File: src/rtl/instr_mem_loader_if.sv
// Byte-stream handshake between the boot/UART byte source (master) and the loader (slave).
interface instr_mem_loader_if;
  logic       valid;
  logic [7:0] data;
  logic       last;
  logic       ready;

  modport master (output valid, output data, output last, input ready);
  modport slave  (input valid, input data, input last, output ready);
endinterface

File: src/rtl/instr_mem_loader.sv
// Packs a little-endian byte stream into words and issues one write per word at sequential addresses.
// Optional LOADER_CHECKSUM_EN adds o_checksum, the mod-256 sum of accepted bytes since start.
module instr_mem_loader #(
  parameter int unsigned BYTE_SIZE  = 4,
  parameter int unsigned ADDR_WIDTH = 32,
  parameter int unsigned MEM_BYTES  = 4096,
  parameter int unsigned BASE_ADDR  = 0
) (
  input  logic                      i_clk,
  input  logic                      i_rst_n,
  input  logic                      i_start,
  instr_mem_loader_if.slave         s_in,
  output logic                      o_we,
  output logic [ADDR_WIDTH-1:0]     o_addr,
  output logic [BYTE_SIZE*8-1:0]    o_wd,
  output logic                      o_busy,
  output logic                      o_done,
  output logic                      o_ovf,
  output logic [ADDR_WIDTH-1:0]     o_word_count
`ifdef LOADER_CHECKSUM_EN
  ,
  output logic [7:0]                o_checksum
`endif
);

  localparam int unsigned WD_W  = BYTE_SIZE * 8;
  localparam int unsigned IDX_W = (BYTE_SIZE > 1) ? $clog2(BYTE_SIZE) : 1;

  typedef enum logic [1:0] {
    S_IDLE    = 2'd0,
    S_COLLECT = 2'd1,
    S_WRITE   = 2'd2,
    S_DONE    = 2'd3
  } state_t;

  state_t                r_state, w_state_nxt;
  logic                  r_in_ready, r_we, r_busy, r_done, r_ovf, r_last_seen;
  logic [ADDR_WIDTH-1:0] r_addr, r_word_count;
  logic [WD_W-1:0]       r_wd;
  logic [IDX_W-1:0]      r_idx;

  logic [ADDR_WIDTH-1:0] w_addr_nxt, w_word_count_nxt, w_addr_inc;
  logic [WD_W-1:0]       w_wd_nxt;
  logic [IDX_W-1:0]      w_idx_nxt;
  logic                  w_ovf_nxt, w_last_seen_nxt, w_accept;

`ifdef LOADER_CHECKSUM_EN
  logic [7:0] r_checksum, w_checksum_nxt;
`endif

  assign w_accept   = s_in.valid && r_in_ready;
  assign w_addr_inc = r_addr + ADDR_WIDTH'(BYTE_SIZE);

  // State register
  always_ff @(posedge i_clk or negedge i_rst_n) begin
    if (!i_rst_n) r_state <= S_IDLE;
    else          r_state <= w_state_nxt;
  end

  // Next-state and datapath next values
  always_comb begin
    w_state_nxt      = r_state;
    w_addr_nxt       = r_addr;
    w_word_count_nxt = r_word_count;
    w_wd_nxt         = r_wd;
    w_idx_nxt        = r_idx;
    w_ovf_nxt        = r_ovf;
    w_last_seen_nxt  = r_last_seen;
`ifdef LOADER_CHECKSUM_EN
    w_checksum_nxt   = r_checksum;
`endif
    unique case (r_state)
      S_IDLE: begin
        if (i_start) begin
          w_state_nxt      = S_COLLECT;
          w_addr_nxt       = ADDR_WIDTH'(BASE_ADDR);
          w_word_count_nxt = '0;
          w_ovf_nxt        = 1'b0;
          w_wd_nxt         = '0;
          w_idx_nxt        = '0;
          w_last_seen_nxt  = 1'b0;
`ifdef LOADER_CHECKSUM_EN
          w_checksum_nxt   = '0;
`endif
        end
      end
      S_COLLECT: begin
        if (w_accept) begin
          for (int unsigned i = 0; i < BYTE_SIZE; i++) begin
            if (r_idx == IDX_W'(i)) w_wd_nxt[8*i +: 8] = s_in.data;
          end
          w_idx_nxt = r_idx + IDX_W'(1);
`ifdef LOADER_CHECKSUM_EN
          w_checksum_nxt = r_checksum + s_in.data;
`endif
          if ((r_idx == IDX_W'(BYTE_SIZE - 1)) || s_in.last) begin
            w_state_nxt     = S_WRITE;
            w_last_seen_nxt = s_in.last;
          end
        end
      end
      S_WRITE: begin
        w_word_count_nxt = r_word_count + ADDR_WIDTH'(1);
        w_wd_nxt         = '0;
        w_idx_nxt        = '0;
        if (w_addr_inc == ADDR_WIDTH'(MEM_BYTES)) begin
          w_addr_nxt = '0;
          w_ovf_nxt  = 1'b1;
        end else begin
          w_addr_nxt = w_addr_inc;
        end
        w_state_nxt = r_last_seen ? S_DONE : S_COLLECT;
      end
      S_DONE: begin
        w_state_nxt = S_IDLE;
      end
      default: w_state_nxt = S_IDLE;
    endcase
  end

  // Datapath and registered outputs; strobes follow the state being entered
  always_ff @(posedge i_clk or negedge i_rst_n) begin
    if (!i_rst_n) begin
      r_in_ready   <= 1'b0;
      r_we         <= 1'b0;
      r_busy       <= 1'b0;
      r_done       <= 1'b0;
      r_ovf        <= 1'b0;
      r_last_seen  <= 1'b0;
      r_addr       <= '0;
      r_word_count <= '0;
      r_wd         <= '0;
      r_idx        <= '0;
`ifdef LOADER_CHECKSUM_EN
      r_checksum   <= '0;
`endif
    end else begin
      r_in_ready   <= (w_state_nxt == S_COLLECT);
      r_we         <= (w_state_nxt == S_WRITE);
      r_busy       <= (w_state_nxt == S_COLLECT) || (w_state_nxt == S_WRITE);
      r_done       <= (w_state_nxt == S_DONE);
      r_ovf        <= w_ovf_nxt;
      r_last_seen  <= w_last_seen_nxt;
      r_addr       <= w_addr_nxt;
      r_word_count <= w_word_count_nxt;
      r_wd         <= w_wd_nxt;
      r_idx        <= w_idx_nxt;
`ifdef LOADER_CHECKSUM_EN
      r_checksum   <= w_checksum_nxt;
`endif
    end
  end

  assign s_in.ready   = r_in_ready;
  assign o_we         = r_we;
  assign o_addr       = r_addr;
  assign o_wd         = r_wd;
  assign o_busy       = r_busy;
  assign o_done       = r_done;
  assign o_ovf        = r_ovf;
  assign o_word_count = r_word_count;
`ifdef LOADER_CHECKSUM_EN
  assign o_checksum   = r_checksum;
`endif

endmodule

File: src/flat_wrapper.sv
// flat-port wrapper written by rule: the top's interface ports become plain ports
module instr_mem_loader_flat 
#(
  parameter int unsigned BYTE_SIZE  = 4,
  parameter int unsigned ADDR_WIDTH = 32,
  parameter int unsigned MEM_BYTES  = 4096,
  parameter int unsigned BASE_ADDR  = 0
)
  (i_clk, i_rst_n, i_start, o_we, o_addr, o_wd, o_busy, o_done, o_ovf, o_word_count, s_in_valid, s_in_data, s_in_last, s_in_ready);
  instr_mem_loader_if s_in_i ();
  input  logic i_clk;
  input  logic i_rst_n;
  input  logic i_start;
  output logic o_we;
  output logic [ADDR_WIDTH-1:0] o_addr;
  output logic [BYTE_SIZE*8-1:0] o_wd;
  output logic o_busy;
  output logic o_done;
  output logic o_ovf;
  output logic [ADDR_WIDTH-1:0] o_word_count;
  input wire logic [$bits(s_in_i.valid)-1:0] s_in_valid;
  input wire logic [$bits(s_in_i.data)-1:0] s_in_data;
  input wire logic [$bits(s_in_i.last)-1:0] s_in_last;
  output wire logic [$bits(s_in_i.ready)-1:0] s_in_ready;
  assign s_in_i.valid = s_in_valid;
  assign s_in_i.data = s_in_data;
  assign s_in_i.last = s_in_last;
  assign s_in_ready = s_in_i.ready;
  instr_mem_loader #(.BYTE_SIZE(BYTE_SIZE), .ADDR_WIDTH(ADDR_WIDTH), .MEM_BYTES(MEM_BYTES), .BASE_ADDR(BASE_ADDR)) u_core (.i_clk(i_clk), .i_rst_n(i_rst_n), .i_start(i_start), .s_in(s_in_i), .o_we(o_we), .o_addr(o_addr), .o_wd(o_wd), .o_busy(o_busy), .o_done(o_done), .o_ovf(o_ovf), .o_word_count(o_word_count));
endmodule
File: config.mk
export PLATFORM = sky130hd
export DESIGN_NAME = instr_mem_loader_flat
export DESIGN_NICKNAME = d
export VERILOG_FILES = /design/src/rtl/instr_mem_loader_if.sv /design/src/rtl/instr_mem_loader.sv /design/src/flat_wrapper.sv
export SDC_FILE = /design/constraint.sdc
export NUM_CORES = 1
export LEC_CHECK = 0
export ABC_CLOCK_PERIOD_IN_PS = 5100
export CORE_AREA = 2 2 107 109
export DETAILED_ROUTE_END_ITERATION = 7
export DIE_AREA = 0 0 109 111
export HOLD_SLACK_MARGIN = 0.06
export PLACE_DENSITY = 0.77
export SYNTH_ARGS = -nofsm -noshare
export SYNTH_HDL_FRONTEND = slang
export SYNTH_SLANG_ARGS = --single-unit
export TNS_END_PERCENT = 30
File: constraint.sdc
create_clock -name i_clk -period 5.1 [get_ports i_clk]
set_input_delay 1.02 -clock i_clk [delete_from_list [all_inputs] [get_ports i_clk]]
set_output_delay 1.02 -clock i_clk [all_outputs]
set_load 0.02 [all_outputs]
Yosys cells after proc, flatten, opt, wreduce, memory -nomap -nowiden:

Cells that the tools add are included.

* add/subtract/negate cells: 3
* equality and inequality tests: 18
* mux-type cells: 24
* reductions and logical operators: 16

Operator list (count)
* 32-bit case mux with 2 select lines: 2
* 32-bit 2-to-1 mux: 3
* 32-bit case mux with 3 select lines: 1
* 32-bit by 1-bit adder with 32-bit output (second input constant): 1
* 32-bit by 3-bit adder with 32-bit output (second input constant): 1
* 32-bit by 13-bit == test with 1-bit output (second input constant): 1
* 8-bit 2-to-1 mux: 4
* 4-bit AND reduction: 5
* 2-bit by 1-bit != test with 1-bit output (second input constant): 7
* 2-bit == test (second input constant): 6
* 2-bit 2-to-1 mux: 6
* 2-bit case mux with 4 select lines: 1
* 2-bit by 1-bit == test with 1-bit output (second input constant): 3
* 2-bit case mux with 3 select lines: 1
* 3-bit AND reduction: 2
* 2-bit zero test: 2
* 1-bit 2-to-1 mux: 4
* 1-bit case mux with 2 select lines: 2
* 2-bit nonzero test: 2
* 3-bit nonzero test: 1
* 2-bit by 1-bit adder with 2-bit output (second input constant): 1
* 1-bit logical OR: 2
* 2-bit != test (second input constant): 1
* 2-bit AND reduction: 1
* 1-bit logical AND: 1

* register bits after elaboration: 106
* bits of input ports: 13
* output and inout port bits: 101
* logic and storage cells: 75

Logic depth before layout (Yosys ltp):

* depth after elaboration: 7
* mapped depth: 9
* gate-level depth less buffers: 9

Worst setup path before layout:

Ideal clock, no wire load.

* path type: register to register
* from: register u_core.r_addr[2], in the netlist u_core.o_addr[2]
* to: register u_core.r_addr[3], in the netlist u_core.o_addr[3]
* library setup time: 0.121 ns
* arrival time: 2.446 ns
* data required time: 4.979 ns
* path slack: 2.533 ns
* cell stages (with the launch flop): 9
* buffers on the path: 0
* clock period less this slack: 2.567 ns
* cell sequence: dfrtp_1 -> ha_1 -> nand3_4 -> or3_1 -> a2111oi_1 -> o21bai_1 -> a211oi_1 -> nand4_2 -> a32o_2

* longest elaborated chain between the ends: 4

Ends and longest elaborated chain
* start, declared: RTL line instr_mem_loader.sv:38 `logic [ADDR_WIDTH-1:0] r_addr, r_word_count;`
* start signal, assigned: RTL line instr_mem_loader.sv:144 `r_addr <= w_addr_nxt;`
* 32-bit by 3-bit adder with 32-bit output (*): RTL line instr_mem_loader.sv:52 `assign w_addr_inc = r_addr + ADDR_WIDTH'(BYTE_SIZE);`
* 32-bit by 13-bit == test with 1-bit output: RTL line instr_mem_loader.sv:106 `if (w_addr_inc == ADDR_WIDTH'(MEM_BYTES)) begin`
* 32-bit 2-to-1 mux (*): RTL line instr_mem_loader.sv:106
* 32-bit case mux with 2 select lines (*): RTL line instr_mem_loader.sv:72 `unique case (r_state)`

Every way passes the cells marked *; elsewhere a longest branch is shown, timed or not.
A chain may end at the register's enable or synchronous reset.

Worst setup path in the final report:

* from: input port i_start
* to: register u_core.r_wd[7], in the netlist u_core.o_wd[7]

* longest elaborated chain between the ends: 2

Ends and longest elaborated chain
* start, declared: RTL line flat_wrapper.sv:13 `input logic i_start;`
* 2-bit != test (no source line)
* 4-bit AND reduction (no source line)
* end signal, assigned: RTL line instr_mem_loader.sv:146 `r_wd <= w_wd_nxt;`
* end, declared: RTL line instr_mem_loader.sv:39 `logic [WD_W-1:0] r_wd;`

No other way between the ends.

==> results.cfg <==
[synth]
synth_warnings = 0
yosysMostFrequentCell = nand2_1
yosys-top-cells-area = dfrtp_1 (49%), o21ai_0 (9.4%), nand2_1 (7.7%), nand3_1 (3.7%), mux2i_1 (2.6%)
netlist_area_um2 = 5341
yosys.cell_types.count = 52
synth-seq-area-share = 0.4872
yosys_register_bits = 104
synth_edf_count = 0
synth_area_leader_cell = dfrtp_1
yosys_most_used_dff = dfrtp_1
synth_async_sr_flop_share = 1.000
synth_commonest_cells = nand2_1 (109), dfrtp_1 (104), o21ai_0 (100)
syn_avg_cell_area_um2 = 8.873
netlist_instances = 602
yosysTopAreaCellShare = 0.4872

[worst_hold_path]
min-delay-start = u_core.o_wd[26]
worstHoldPathCells = 2
hold_path_class = flip-flop to flip-flop

[power_and_ir_drop]
seq_power_share = 0.411
power.net_switching_mw = 1.029
irDropWorstVdd_v = 0.0002403
power_density_nw_per_um2 = 393.8
clkPwrFrac = 0.262
switching_share = 0.3835
power.internal_mw = 1.654
p_total_mw = 2.684
p_comb_frac = 0.328
p_leak_nw = 2.868

[critical_path]
reg2reg_depth = 5
cp-end-kind = flip-flop
crit_cells = 6
critPathMaxFanout = 30
crit_path_max_incr_delay_ns = 0.94
crit_start = i_start
worstPathCellList = clkdlybuf4s50_1 > or3b_2 > and2_1 > nand2_1 > o21ai_1 > o21ai_0
path_buf_inv = 1
ff2ff_setup_slack_ns = 1.91
crit_required_ns = 5.27
cp.arrival_ns = 4.02
cpMaxStageDelayCell = and2_1
path_delay_family = simple AND/OR/NAND/NOR gates
r2r_start = u_core.r_state[0]
crit_type = input pin to flip-flop
cp-start-kind = input pin

[grt]
grt_max_degree = 74
grt_pass1_vias = 4678
gr-usage-all-layers = 0.2357
grt_pass1_wl_um = 22970
grt_overflow = 0
antenna_found_initial = 0

[timing]
setup_tns_ns = 0
fin_crit_sh = 0.7549
holdWs_ns = 0.4879
max_freq_mhz = 259.8
report.final.slew_viol_count = 0
relSlewSlack = 0.2848
min_period_ns = 3.850
tightest_slew_ns = 1.073
setup-violations-final = 0
final_hold_viol_count = 0
rsz0062_at_grt = no
skew_ns = 0.008378

[flow_run]
drv_cap = 0

[finish]
syn_to_final_growth_pct = 27.57
fill_cells = 960
n_antenna_cell = 0
drive_gt1_frac = 0.05308
final_nets = 715

[placed_design]
gp_congestion = 0.8851
hpwl_um = 9569
numPortBuffers = 111

[floorplanning]
die-height_um = 111
start_util = 0.4822
dieArea_um2 = 12100
io_pins = 114
die_w_um = 109
core_area_um2 = 11080
rows = 39

[clock_network]
clockBufferDepth = 2
post_cts_buffers = 0
ctsResizeCount = 0
numClockSinks = 104
clk_pin_slew_ns = 0.08
cts_tree = yes
hold_buffers = 0
cts-root-buf = clkbuf_16
insertion_delay_ns = 0.35
cts_buffers = 9
ctsHtreeMaxLevel = 3

[drt]
dr_wl_met2_um = 6745
dr_wl_met3_um = 778
vias = 4951
drt_iter0_markers = 331
dr.pass1.iters = 5
viasPerCell = 5.894
ant_nets = 0
wl_per_cell_um = 16.51
highest_layer = met4
drt-met1-wl_um = 6127
finalWirelength_um = 13870
drc = 0

[status]
outcome = complete, no violations
## state kept, by name, summed over array words and instances (netlist names)
signal,cells
u_core.o_ovf,1
u_core.r_state,2
u_core.r_last_seen,1
u_core.o_busy,1
u_core.o_wd,32
u_core.o_done,1
u_core.o_addr,30
u_core.s_in.ready,1
u_core.r_idx,2
u_core.o_we,1
u_core.o_word_count,32
## layer usage
metal / global-route usage / vias to the layer above
met5: 0 / -
li1: - / 2341
met1: 0.3319 / 2427
met2: 0.3731 / 166
met3: 0.02822 / 17
met4: 0.08632 / 0
## final timing paths
check	end
worst max-delay path	u_core.o_wd[7]
max in group asynchronous	u_core.o_wd[21]
worst min register to register	u_core.o_wd[26]
worst max register to register	u_core.o_wd[7]
min in group asynchronous	u_core.o_addr[29]
worst min-delay path	u_core.o_wd[26]
## through the flow
| stage | util | setup slack (ns) | cells | cell area, µm² |
|---|---|---|---|---|
| CTS | 0.6152 | 1.267 | 840 | 6814 |
| detailed placement | 0.5874 | 0.9142 | 824 | 6506 |
| global route | 0.6152 | 0.9237 | 840 | 6814 |
| global placement | 0.5874 | 1.074 | 824 | 6506 |
| floorplan | - | 2.533 | 603 | 5345 |
| finish | 0.6152 | 1.250 | 840 | 6814 |
## power groups by stage
stage                     logic [mW]  clock network [mW]  registers (mW)
after detailed placement       0.883                   0            1.12
final                          0.879               0.703            1.10
after global placement         0.856                   0            1.11
after floorplan                0.385                   0            1.22
after global routing           0.970               0.750            1.12
after CTS                      0.888               0.717            1.10
## logic make-up after synthesis
family | after synthesis | synth area share
adder cells (fa/ha/maj) | 10 | 0.02342
other | 1 | 0.0007021
buffers and inverters | 49 | 0.03748
flip-flops | 104 | 0.4872
AND/OR/NAND/NOR | 250 | 0.2312
multiplexers | 15 | 0.02834
AO/OA/AOI/OAI | 165 | 0.1785
XOR/XNOR | 8 | 0.01312
## layout by cell type (no fill, tap or decap), types with 2 or more instances in the layout
master,instances
conb_1,2
and3_2,3
nand4_2,3
nand2_1,109
o21ai_0,100
o311ai_0,3
nor2_1,30
ha_1,10
buf_4,4
nor3_1,6
and2_1,4
a21oi_1,16
nor3_2,2
nor3b_1,2
o41ai_1,3
nor4_1,5
nand4_1,15
xnor2_1,7
a211oi_1,3
o21ai_1,4
and3_1,17
nand2b_1,2
clkdlybuf4s50_1,110
a31oi_1,11
dfrtp_1,104
inv_1,13
and4_1,4
nand3_1,39
o31ai_1,10
clkinv_8,2
or3_1,2
a22o_1,2
clkbuf_16,9
mux2i_1,14
o221ai_1,2
inv_8,3
o211ai_1,4
## final cells by class
cell class / count / area (µm²) / share of cell area
Tap cell: 143 / 178.9 / 0.02626
Clock inverter: 7 / 82.58 / 0.01212
Inverter: 13 / 48.80 / 0.007161
Sequential cell: 104 / 2603 / 0.3819
Clock buffer: 9 / 225.2 / 0.03305
Timing Repair Buffer: 114 / 1131 / 0.1660
Multi-Input combinational cell: 450 / 2545 / 0.3735
## tightest hold or removal path, cell delays in order (launching register included)
cell and delay, ns:
dfrtp_1 0.35, nand2_1 0.05, o21ai_0 0.06
(Power assumes the default switching activity.)
